**config.mk**
```make
export PLATFORM = sky130hd
export DESIGN_NAME = down_counter
export DESIGN_NICKNAME = d
export VERILOG_FILES = /design/src/rtl/down_counter.sv
export SDC_FILE = /design/constraint.sdc
export NUM_CORES = 1
export LEC_CHECK = 0
export ABC_AREA = 1
export BUFFER_PORTS_ARGS = -buffer_cell sky130_fd_sc_hd__buf_2
export CORE_AREA = 2 2 50 52
export CTS_CLUSTER_SIZE = 10
export DETAILED_ROUTE_END_ITERATION = 8
export DIE_AREA = 0 0 52 54
export PLACE_DENSITY = 0.61
export SYNTH_ARGS = -nofsm -noshare
export SYNTH_HDL_FRONTEND = slang
export SYNTH_SLANG_ARGS = --single-unit
```
**constraint.sdc**
```tcl
create_clock -name clk -period 1.42 [get_ports clk]
set_input_delay 0.142 -clock clk [delete_from_list [all_inputs] [get_ports clk]]
set_output_delay 0.142 -clock clk [all_outputs]
set_load 0.02 [all_outputs]
```
**src/rtl/down_counter.sv**
```systemverilog
// Loadable down counter / countdown timer with prescaler and one-cycle done pulse at terminal count.
// Define DOWN_COUNTER_RELOAD_EN for periodic mode (terminal step reloads the last load value).
module down_counter #(
  parameter int WIDTH    = 8,
  parameter int PRESCALE = 1
) (
  input  logic             clk,
  input  logic             reset_n,
  input  logic             load,
  input  logic [WIDTH-1:0] load_value,
  input  logic             enable,
  output logic [WIDTH-1:0] out,
  output logic             busy,
  output logic             done
);

  localparam int             PW      = (PRESCALE > 1) ? $clog2(PRESCALE) : 1;
  localparam logic [PW-1:0]  PS_LAST = PW'(PRESCALE - 1);

  typedef enum logic {IDLE, COUNT} state_t;

  state_t           state_q, state_d;
  logic [WIDTH-1:0] out_q, out_d;
  logic [PW-1:0]    presc_q, presc_d;
  logic             done_q, done_d;
  logic             adv, step;
`ifdef DOWN_COUNTER_RELOAD_EN
  logic [WIDTH-1:0] reload_q, reload_d;
`endif

  assign adv  = (state_q == COUNT) && enable;
  assign step = adv && (presc_q == PS_LAST);

  always_comb begin
    state_d  = state_q;
    out_d    = out_q;
    presc_d  = presc_q;
    done_d   = 1'b0;
`ifdef DOWN_COUNTER_RELOAD_EN
    reload_d = reload_q;
`endif
    if (load) begin
      out_d   = load_value;
      presc_d = '0;
      state_d = (load_value != '0) ? COUNT : IDLE;
`ifdef DOWN_COUNTER_RELOAD_EN
      reload_d = load_value;
`endif
    end else if (adv) begin
      presc_d = step ? '0 : presc_q + PW'(1);
      if (step) begin
        if (out_q > WIDTH'(1)) begin
          out_d = out_q - WIDTH'(1);
        end else begin
          // Terminal step: never wrap below zero.
          done_d = 1'b1;
`ifdef DOWN_COUNTER_RELOAD_EN
          out_d   = reload_q;
`else
          out_d   = '0;
          state_d = IDLE;
`endif
        end
      end
    end
  end

  always_ff @(posedge clk or negedge reset_n) begin
    if (!reset_n) begin
      state_q  <= IDLE;
      out_q    <= '0;
      presc_q  <= '0;
      done_q   <= 1'b0;
`ifdef DOWN_COUNTER_RELOAD_EN
      reload_q <= '0;
`endif
    end else begin
      state_q  <= state_d;
      out_q    <= out_d;
      presc_q  <= presc_d;
      done_q   <= done_d;
`ifdef DOWN_COUNTER_RELOAD_EN
      reload_q <= reload_d;
`endif
    end
  end

  assign out  = out_q;
  assign busy = (state_q == COUNT);
  assign done = done_q;

endmodule

```
==> results by group <==
Setup path
  • Setup CP Type: register to register
  • CP Data Required Time: 1.58 ns
  • Reg-to-reg slack, setup: around 0.14 ns
  • Max Fanout on Critical Path: 3
  • R2R Path Start: out[1]
  • Crit path top cell by count: nand2_1
  • Nature of the critical path startpoint: register
  • CP max stage cell: dfrtp_1
  • CP arrival: around 1.4 ns
  • R2R depth: 10
  • Worst stage delay on the critical path: 0.40 ns
  • Kind of end point of the critical path: register
  • CP cell instances: inv_1 > ha_2 > buf_4 > nand2_1 > inv_1 > nand2_1 > nand2_1 > nand2_1 > nand2_1 > nand2_1
  • R2R Path End: out[6]

Logic synthesis
  • Yosys warnings: 0
  • Mapped Nets: about 130
  • Synth cell count leaders: nand2_1, inv_1, nand3_1, dfrtp_1, nor2_1
  • Simple-gate area share of the yosys netlist: 0.368
  • Syn Area/Cell: 6.71 um^2
  • Cell Area, Synth: 758 um^2
  • Gate count after technology mapping: 113
  • Post-synthesis mux area share: 0
  • Xor/xnor share of the synthesized area: 0.0116
  • Area share of the largest cell type after synthesis: 0.363
  • Cell with the most instances after synthesis: nand2_1
  • Yosys reg bits: 11
  • Largest family of logic cells by synthesized area: simple AND/OR/NAND/NOR gates
  • Top cells by area, synth: dfrtp_1, nand2_1, inv_1
  • Async S/R FF share, synth: 1.00
  • Synth unique cells: 19
  • Synth Area in Adders: 0.0330
  • Synth Flop Type: dfrtp_1
  • Post-synth EDFFs: 0
  • Post-synthesis compound-gate area fraction: 0.0710
  • Post-synth top area cell: dfrtp_1
  • Post-synthesis sequential area ratio: 0.363

Floorplan
  • Die height: 54 um
  • Rows: 18
  • Number of I/O pins: 22
  • Starting Density: 0.327
  • Die width: 52 um
  • Total die area: 0.00281 mm^2
  • Core area: 0.00232 mm^2

Drt
  • Initial DRC count: 12
  • Drc violations: 0
  • DRT Pass-1 Iters: 4
  • Via count: 772
  • Wirelength, routed: 1770 um
  • Via density: around 4.5
  • Final ANT Viol Nets: 0
  • Drt wl/cell: 10.3 um

Timing
  • Minimum clock period: 1.28 ns
  • Rel. slew slack: 0.812
  • Final setup viols: 0
  • Final Slew Violations: 0
  • Tightest Pin Transition: 0.281 ns
  • Hold_ws: 0.0736 ns
  • Setup TNS: 0 ns
  • Period utilisation layout: 0.903
  • Max Clock Skew: between 0.0015 and 0.002 ns
  • Fmax achieved: 780 MHz
  • Post-route setup slack: approximately 0.14 ns
  • Endpoints failing hold: 0

Clock tree
  • Clock sink count: 11
  • CTS tree: done
  • TritonCTS Buffers: 3
  • CTS Buffer Depth: 2
  • Clk_lat worst skew: 0.27 ns
  • Clock Tree Root: clkbuf_4
  • Clk slew on worst S/H paths: ~0.070 ns
  • CTS H-Tree Depth: 1

Final layout
  • Layout cells sized above 1: 0.268
  • Diode count: 0
  • Sequential cell area: around 280 um^2
  • Nets@finish: 157
  • Multi-input gate area: 372 um^2
  • P&R area growth vs syn: 26.7%
  • Fillers: 248
  • Post-layout util: 0.414

Pwr
  • LEAKAGE: between 0.5 and 0.6 nW
  • Power after layout: ~0.94 mW
  • Clk pwr share: 0.230
  • Pwr/cell area: 982 mW/mm^2
  • Sw Pwr: 0.358 mW
  • Max IR drop VDD: 385 uV
  • Share of total power in sequential cells: 0.415
  • Internal: approximately 0.59 mW
  • Net Sw Frac: 0.380
  • Comb power frac: 0.355

Worst hold path
  • WHS Endpoint: presc_q
  • Hold_sp: enable
  • Hold Path Class: input pin to register
  • Hold Path Depth: 2

GRT
  • Initial antenna violation count: 0
  • Vias in the first global route: 704
  • Global-route wire length before repair: 2970 um
  • Largest net degree at the start of global routing: 13
  • Gr usage total: 0.148
  • GR Overflow Total: 0

Outcome
  • Status: complete, no violations

Placement
  • Pre-CTS setup slack: 0.120 ns
  • GPL Wtd Cong: a little under 0.8
  • HPWL after DPL: 1380 um
  • Port-buffer cells: 21

Flow run
  • Max-cap violation count: 0
-- sequential cells by signal, indices dropped and copies added (netlist names) --
signal and cells:
presc_q 1, done 1, out 8, busy 1
-- worst max-delay path by stage --
stage,start,endpoint,slack (ns)
after detailed placement,out[0],busy,0.12
after CTS,out[0],out[3],0.08
after global routing,out[0],out[6],-0.001
after global placement,out[0],busy,0.16
after floorplan,out[0],out[2],0.05
final,out[1],out[6],0.14
-- routing by layer --
metal	share of wire	global-route usage	wire length, um
met5	0	0	0
met1	0.47	0.181	824
met4	0.015	0.0833	27
met2	0.48	0.238	856
met3	0.036	0.0333	64
-- per-stage QoR --
stage | instance area (um^2) | std cells
6_report | 961 | 172
5_1_grt | 961 | 172
4_1_cts | 933 | 169
3_5_place_dp | 897 | 164
3_3_place_gp | 897 | 164
2_1_floorplan | 758 | 113
-- critical path, delay by kind of cell, from the launching register on --
| kind | cells | cell delay, ns |
|---|---|---|
| buffers and inverters | 3 | 0.28 |
| DFF | 1 | 0.40 |
| adders and majority gates | 1 | 0.18 |
| and+or+nand+nor | 6 | 0.31 |
-- cell usage in the layout, fill, tap and decap left out, types with 2 or more instances in the layout --
| cell | instances |
|---|---|
| nor2_1 | 8 |
| o21ai_0 | 2 |
| inv_2 | 2 |
| nand2_1 | 30 |
| dfrtp_1 | 11 |
| nand3_1 | 15 |
| o22ai_1 | 5 |
| clkbuf_4 | 3 |
| nand2_2 | 2 |
| nor2_2 | 2 |
| nor2_4 | 2 |
| buf_2 | 21 |
| inv_1 | 25 |
| buf_4 | 4 |
-- power groups by stage --
stage / logic, mW / registers (mW) / clock network, mW
global placement: 0.311 / 0.397 / 0
global route: 0.381 / 0.399 / 0.247
finish: 0.335 / 0.391 / 0.217
floorplan: 0.175 / 0.435 / 0
CTS: 0.318 / 0.393 / 0.225
detailed placement: 0.314 / 0.399 / 0
-- final cells by class --
class                   count  area share
multi-input cells          73       0.387
well taps                  30      0.0391
repair buffers             26       0.151
clock buffers               4      0.0273
inverters                  28       0.109
flip-flops and latches     11       0.286
-- logic make-up (layout without fill, tap and decap cells) --
kind of cell	after synthesis	after routing
AOI/OAI and AO/OA	9	9
xor gates and xnor gates	1	1
adders and majority gates	2	2
buffers and inverters	29	58
DFF	11	11
and+or+nand+nor	61	61
-- what timing repair did --
item | CTS | global route
setup buffers | 0 | 3
hold buffers | 1 | 0
hold endpoints to repair | 11 | 0
resized for setup | 0 | 3
endpoints found under the setup margin | 0 | 5
(Power assumes the default switching activity.)
